## src/rtl/if_fetch_stage_if.sv

```systemverilog
// Fetch-stage bus bundle: instruction-memory port, execute redirect and decode handshake.
interface if_fetch_stage_if #(
   parameter int unsigned XLEN = 32
);
   logic            imem_req;
   logic [XLEN-1:0] imem_addr;
   logic [XLEN-1:0] imem_rdata;
   logic            redirect_valid;
   logic [XLEN-1:0] redirect_pc;
   logic            id_valid;
   logic [XLEN-1:0] id_instr;
   logic [XLEN-1:0] id_pc;
   logic            id_ready;

   modport master (
      output imem_req, imem_addr, id_valid, id_instr, id_pc,
      input  imem_rdata, redirect_valid, redirect_pc, id_ready
   );

   modport slave (
      input  imem_req, imem_addr, id_valid, id_instr, id_pc,
      output imem_rdata, redirect_valid, redirect_pc, id_ready
   );
endinterface

```

## src/rtl/if_fetch_stage.sv

```systemverilog
// Instruction-fetch stage: PC, one-deep in-flight tracking and a prefetch FIFO feeding decode.
// Define IF_BYPASS_EN to forward an arriving response straight to decode when the FIFO is empty.
module if_fetch_stage #(
   parameter int unsigned    XLEN       = 32,
   parameter logic [XLEN-1:0] RESET_PC  = '0,
   parameter int unsigned    FIFO_DEPTH = 2
) (
   input  logic              clk,
   input  logic              reset,
   if_fetch_stage_if.master  bus
);
   localparam int unsigned PTR_W = $clog2(FIFO_DEPTH);
   localparam int unsigned CNT_W = PTR_W + 1;
   localparam int unsigned OCC_W = CNT_W + 1;

   typedef struct packed {
      logic [XLEN-1:0] pc;
      logic [XLEN-1:0] instr;
   } entry_t;

   entry_t           mem [FIFO_DEPTH];
   logic [PTR_W-1:0] rd_ptr;
   logic [PTR_W-1:0] wr_ptr;
   logic [CNT_W-1:0] count;
   logic [XLEN-1:0]  pc;
   logic [XLEN-1:0]  inflight_pc;
   logic             inflight;

   entry_t           head;
   logic             fifo_empty;
   logic             pop;
   logic             push_fifo;
   logic             pop_fifo;
   logic             issue;
   logic [OCC_W-1:0] occ;
   logic [XLEN-1:0]  redirect_target;
   logic             unused_redirect_lsb;

   assign head                = mem[rd_ptr];
   assign fifo_empty          = (count == '0);
   assign redirect_target     = {bus.redirect_pc[XLEN-1:2], 2'b00};
   assign unused_redirect_lsb = ^bus.redirect_pc[1:0];

`ifdef IF_BYPASS_EN
   logic bypass;

   // Empty FIFO: the arriving response goes straight to decode; it is buffered only if not taken.
   assign bypass       = fifo_empty && inflight && !bus.redirect_valid;
   assign bus.id_valid = !fifo_empty || bypass;
   assign bus.id_instr = bypass ? bus.imem_rdata : head.instr;
   assign bus.id_pc    = bypass ? inflight_pc    : head.pc;
   assign push_fifo    = inflight && !bus.redirect_valid && !(bypass && bus.id_ready);
`else
   assign bus.id_valid = !fifo_empty;
   assign bus.id_instr = head.instr;
   assign bus.id_pc    = head.pc;
   assign push_fifo    = inflight && !bus.redirect_valid;
`endif

   assign pop      = bus.id_valid && bus.id_ready;
   assign pop_fifo = !fifo_empty && bus.id_ready;

   // Occupancy after this cycle's pop, counting the outstanding response as already buffered.
   assign occ   = OCC_W'(count) + OCC_W'(inflight) - OCC_W'(pop);
   assign issue = !reset && !bus.redirect_valid && (occ < OCC_W'(FIFO_DEPTH));

   assign bus.imem_req  = issue;
   assign bus.imem_addr = pc;

   // PC, in-flight tracking and FIFO bookkeeping; redirect flushes everything and wins.
   always_ff @(posedge clk or posedge reset) begin
      if (reset) begin
         pc          <= {RESET_PC[XLEN-1:2], 2'b00};
         inflight    <= 1'b0;
         inflight_pc <= '0;
         count       <= '0;
         rd_ptr      <= '0;
         wr_ptr      <= '0;
      end else if (bus.redirect_valid) begin
         pc       <= redirect_target;
         inflight <= 1'b0;
         count    <= '0;
         rd_ptr   <= '0;
         wr_ptr   <= '0;
      end else begin
         inflight <= issue;
         if (issue) begin
            pc          <= pc + XLEN'(4);
            inflight_pc <= pc;
         end
         if (push_fifo) wr_ptr <= wr_ptr + PTR_W'(1);
         if (pop_fifo)  rd_ptr <= rd_ptr + PTR_W'(1);
         count <= count + CNT_W'(push_fifo) - CNT_W'(pop_fifo);
      end
   end

   // Entry storage; cleared on reset so decode-facing fields start at zero.
   always_ff @(posedge clk or posedge reset) begin
      if (reset) begin
         for (int i = 0; i < int'(FIFO_DEPTH); i++) mem[i] <= '0;
      end else if (push_fifo) begin
         mem[wr_ptr] <= '{pc: inflight_pc, instr: bus.imem_rdata};
      end
   end
endmodule

```

## src/flat_wrapper.sv

```systemverilog
// flat-port wrapper written by rule: the top's interface ports become plain ports
module if_fetch_stage_flat 
#(
   parameter int unsigned    XLEN       = 32,
   parameter logic [XLEN-1:0] RESET_PC  = '0,
   parameter int unsigned    FIFO_DEPTH = 2
)
  (clk, reset, bus_imem_req, bus_imem_addr, bus_id_valid, bus_id_instr, bus_id_pc, bus_imem_rdata, bus_redirect_valid, bus_redirect_pc, bus_id_ready);
  if_fetch_stage_if #(.XLEN(XLEN)) bus_i ();
  input  logic clk;
  input  logic reset;
  output wire logic [$bits(bus_i.imem_req)-1:0] bus_imem_req;
  output wire logic [$bits(bus_i.imem_addr)-1:0] bus_imem_addr;
  output wire logic [$bits(bus_i.id_valid)-1:0] bus_id_valid;
  output wire logic [$bits(bus_i.id_instr)-1:0] bus_id_instr;
  output wire logic [$bits(bus_i.id_pc)-1:0] bus_id_pc;
  input wire logic [$bits(bus_i.imem_rdata)-1:0] bus_imem_rdata;
  input wire logic [$bits(bus_i.redirect_valid)-1:0] bus_redirect_valid;
  input wire logic [$bits(bus_i.redirect_pc)-1:0] bus_redirect_pc;
  input wire logic [$bits(bus_i.id_ready)-1:0] bus_id_ready;
  assign bus_imem_req = bus_i.imem_req;
  assign bus_imem_addr = bus_i.imem_addr;
  assign bus_id_valid = bus_i.id_valid;
  assign bus_id_instr = bus_i.id_instr;
  assign bus_id_pc = bus_i.id_pc;
  assign bus_i.imem_rdata = bus_imem_rdata;
  assign bus_i.redirect_valid = bus_redirect_valid;
  assign bus_i.redirect_pc = bus_redirect_pc;
  assign bus_i.id_ready = bus_id_ready;
  if_fetch_stage #(.XLEN(XLEN), .RESET_PC(RESET_PC), .FIFO_DEPTH(FIFO_DEPTH)) u_core (.clk(clk), .reset(reset), .bus(bus_i));
endmodule
```

## config.mk

```make
export PLATFORM = sky130hd
export DESIGN_NAME = if_fetch_stage_flat
export DESIGN_NICKNAME = d
export VERILOG_FILES = /design/src/rtl/if_fetch_stage_if.sv /design/src/rtl/if_fetch_stage.sv /design/src/flat_wrapper.sv
export SDC_FILE = /design/constraint.sdc
export NUM_CORES = 1
export LEC_CHECK = 0
export CORE_MARGIN = 2
export CORE_UTILIZATION = 45
export CTS_CLUSTER_DIAMETER = 100
export CTS_CLUSTER_SIZE = 28
export DETAILED_ROUTE_END_ITERATION = 8
export GPL_ROUTABILITY_DRIVEN = 1
export PLACE_DENSITY_LB_ADDON = 0.25
export SLEW_MARGIN = 10
export SYNTH_ARGS = -nofsm -noshare
export SYNTH_HDL_FRONTEND = slang
export SYNTH_SLANG_ARGS = --single-unit
export TNS_END_PERCENT = 1
```

## constraint.sdc

```tcl
create_clock -name clk -period 16 [get_ports clk]
set_input_delay 2.4 -clock clk [delete_from_list [all_inputs] [get_ports clk]]
set_output_delay 2.4 -clock clk [all_outputs]
set_load 0.01 [all_outputs]
```

==> impl_results.md <==
- Maximum clock frequency: 0.1324 GHz
- Die H: roughly 140 um
- Peak supply drop: between 100 and 150 uV
- Worst hold path class: flop to flop
- Worst setup SP type: input port
- Max-slew headroom: roughly two fifths
- P&R area growth vs syn: 27.05%
- Core area: 18770 sq um
- Slowest-stage cell, CP: clkdlybuf4s50_1
- Pin count of the biggest net entering global routing: a little under 100
- CTS Buf Count: 17
- Average size of a mapped cell: about 12 sq um
- DRC violation total after the first TritonRoute iteration: roughly 470
- Share of layout cells above drive strength 1: approximately 28%
- Die area: around 20000 sq um
- Synthesized area: between 8000 and 9000 sq um
- CP peak stage delay: about 530 ps
- Clk root buf: clkbuf_16
- CTS tree: done
- Skew-Pair Late Insertion Delay: approximately 430 ps
- Vias post-DR: roughly 6000
- Post-route insts no fill: approximately 1100
- Die width: approximately 140 um
- Post-CTS setup buffers: 0
- Starting Density: a little under half
- Final worst path period share: 47.20%
- Worst setup path startpoint: bus_id_ready
- Worst r2r src: u_core.count[1]
- Row cnt: 50
- Max-cap violations: 0
- Vias in the first global route: approximately 6300
- CTS H-tree lvls: 4
- PD cells: ~190 nW/um^2
- Final Hold Viols: 0
- Final slew viol count: 0
- Sequential Area: about 4700 sq um
- GR Layer Usage met3: 3.903%
- Diode count: 0
- Critical Path Sink Type: primary output
- Sequential cell area fraction in the yosys report: a little over half
- Prevailing post-synth register cell: dfrtp_1
- Most Used Layer, Global Route: met2
- Multi-input logic area: around 3600 sq um
- Final Routed Wirelength: between 15000 and 20000 um
- Clk_skew: between 8 and 9 ps
- WS Path Type: input port to primary output
- Crit-path cells: clkdlybuf4s50_1 > and2_1 > ha_1 > inv_1 > nand2_1 > fa_1 > xor2_1 > or3_2 > inv_1 > clkdlybuf4s50_1
- Clk slew on worst S/H paths: about 60 ps
- Global route total overflow: 0
- Share of flip-flops with an asynchronous set or reset: between 90% and 100%
- Post-DP HPWL: approximately 13000 um
- Synth cell types: 51
- Setup violators final: 0
- I/O pin count: around 170
- DR vias/cell: around 5.5
- Worst-Margin Slew: ~900 ps
- CTS resizes: 0
- Met2 Use GR: roughly 33%
- Input/output buffers: 159
- Worst EP arrival: about 5200 ps
- Number of synthesized register bits: between 150 and 200
- CP required: about 14000 ps
- Fillers: between 1500 and 2000
- Synth Instances: roughly 700
- CP Max Fanout: 4
- Status: finished clean
- First-pass GRT wire length: between 30000 and 40000 um
- Setup_tns: 0 ps
- RSZ-0062 raised after global routing: false
- Yosys warns: 0
- # clock sinks: approximately 190
- NumNets Final: between 900 and 1000
- Min-delay src: u_core.inflight_pc[16]
- Lkg Pwr: a little under 5 nW
- Post-layout min period: around 7600 ps
- Routed WL per cell: approximately 18 um
- DR pass1 iterations: 5
- EDFF count, synth: 0
- Initial antenna violation count: 0
- Placer Congestion: between 0.8 and 0.9
- DR DRC count: 0
- Cells after DPL: between 1000 and 1500
- All-Layer GR Usage: 20.57%
- CTS Buffer Depth: 2
- Met1 Track Usage GR: between 20 and 30%
- Antenna-violating nets left: 0
- CTS Hold Bufs: 0
registers in the layout, summed over array words and instances (netlist names):
register and cells:
u_core.mem 124, u_core.bus.imem_addr 30, u_core.inflight_pc 30, u_core.count 2, u_core.inflight 1, u_core.rd_ptr 1
u_core.wr_ptr 1
path summary, 6_finish.rpt:
check                                      endpoint  slack, ps  cells past startpoint
setup / recovery                       bus_imem_req       8450                     10
hold / removal               u_core.inflight_pc[16]        500                      2
setup reg to reg           u_core.bus.imem_addr[26]      12050                     14
hold reg to reg              u_core.inflight_pc[16]        500                      2
max in group asynchronous             u_core.mem[1]      12180                      3
min in group asynchronous   u_core.bus.imem_addr[8]       2530                      2
kinds of logic after synthesis:
| group | after synthesis | synth area share (%) |
|---|---|---|
| AND/OR/NAND/NOR | 201 | 11.10 |
| multiplexers | 186 | 24.33 |
| flip-flops | 189 | 54.93 |
| other | 1 | 0.04356 |
| adder cells (fa/ha/maj) | 5 | 0.8139 |
| XOR/XNOR | 7 | 0.7121 |
| AO/OA/AOI/OAI | 53 | 4.636 |
| buffers and inverters | 55 | 3.430 |
cell type report:
| cell class | instances | share of cell area [%] |
|---|---|---|
| Clock buffer | 20 | 4.267 |
| Sequential cell | 189 | 43.25 |
| Multi-Input combinational cell | 456 | 32.98 |
| Inverter | 11 | 0.4690 |
| Tap cell | 234 | 2.677 |
| Clock inverter | 12 | 1.361 |
| Timing Repair Buffer | 165 | 15.00 |
metrics by stage:
stage	utilization (%)	total power, mW	hold slack [ps]	cell area (sq um)	worst slack (ps)
3_3_place_gp	54.98	1.575	474.7	10320	8462
4_1_cts	58.26	2.055	503.9	10930	8430
2_1_floorplan	-	1.249	458.2	8621	8458
3_5_place_dp	54.98	1.608	486.8	10320	8451
6_report	58.28	2.034	502.0	10940	8448
5_1_grt	58.28	2.163	512.2	10940	8333
Yosys cell counts, drive strengths merged (4+ instances only):
cell type	number	area, sq um
a221o	9	91.34
a31oi	4	25.02
and2	6	37.54
and3	4	25.02
and4	4	36.29
buf	23	137.6
clkbuf	19	72.56
dfrtp	189	4730
ha	4	50.05
inv	11	43.80
mux2	186	2095
nand2	121	456.7
nand3	15	75.07
nand4	13	100.1
nor2	12	45.04
nor2b	6	37.54
nor3	5	25.02
nor4	5	46.29
o211ai	6	45.04
o21ai	16	80.08
o311ai	9	78.83
xnor2	4	35.03
critical path, delay by kind of cell:
family | cells | cell delay [ps]
xor gates and xnor gates | 1 | 180
buffers and inverters | 4 | 1140
and+or+nand+nor | 3 | 740
adders and majority gates | 2 | 680
where the power goes:
group	internal [mW]	switching [mW]
clock network	0.248	0.190
registers	0.657	0.136
logic	0.464	0.339
routing by layer:
layer | part of all wire [%] | vias to the layer above
met5 | 0 | -
met3 | 5.4 | 28
li1 | - | 2764
met4 | 1.6 | 0
met1 | 45 | 3018
met2 | 48 | 201
cells in the final DEF (no fill, tap or decap), types with 2 or more instances in the layout:
master / n
nand2_2: 2
a31oi_1: 4
a221o_1: 8
a222oi_1: 2
o211ai_1: 6
nand2_1: 119
mux2_2: 186
and2_1: 6
and4_1: 3
o311ai_0: 7
xnor2_1: 4
xor2_1: 3
or4_1: 3
inv_8: 3
nand4_1: 10
dfrtp_1: 188
nand3_1: 15
nor3b_1: 2
and3_1: 4
o21ai_0: 16
nor2b_1: 5
o311ai_1: 2
nor3_1: 5
bufinv_16: 2
clkdlybuf4s50_1: 159
conb_1: 4
inv_1: 9
clkinvlp_4: 3
clkbuf_16: 17
buf_4: 5
ha_1: 4
nand4_2: 3
inv_6: 5
nor2_1: 12
nand2b_1: 2
clkbuf_8: 3
nor4_1: 4
Power figures use the tool's default switching activity.
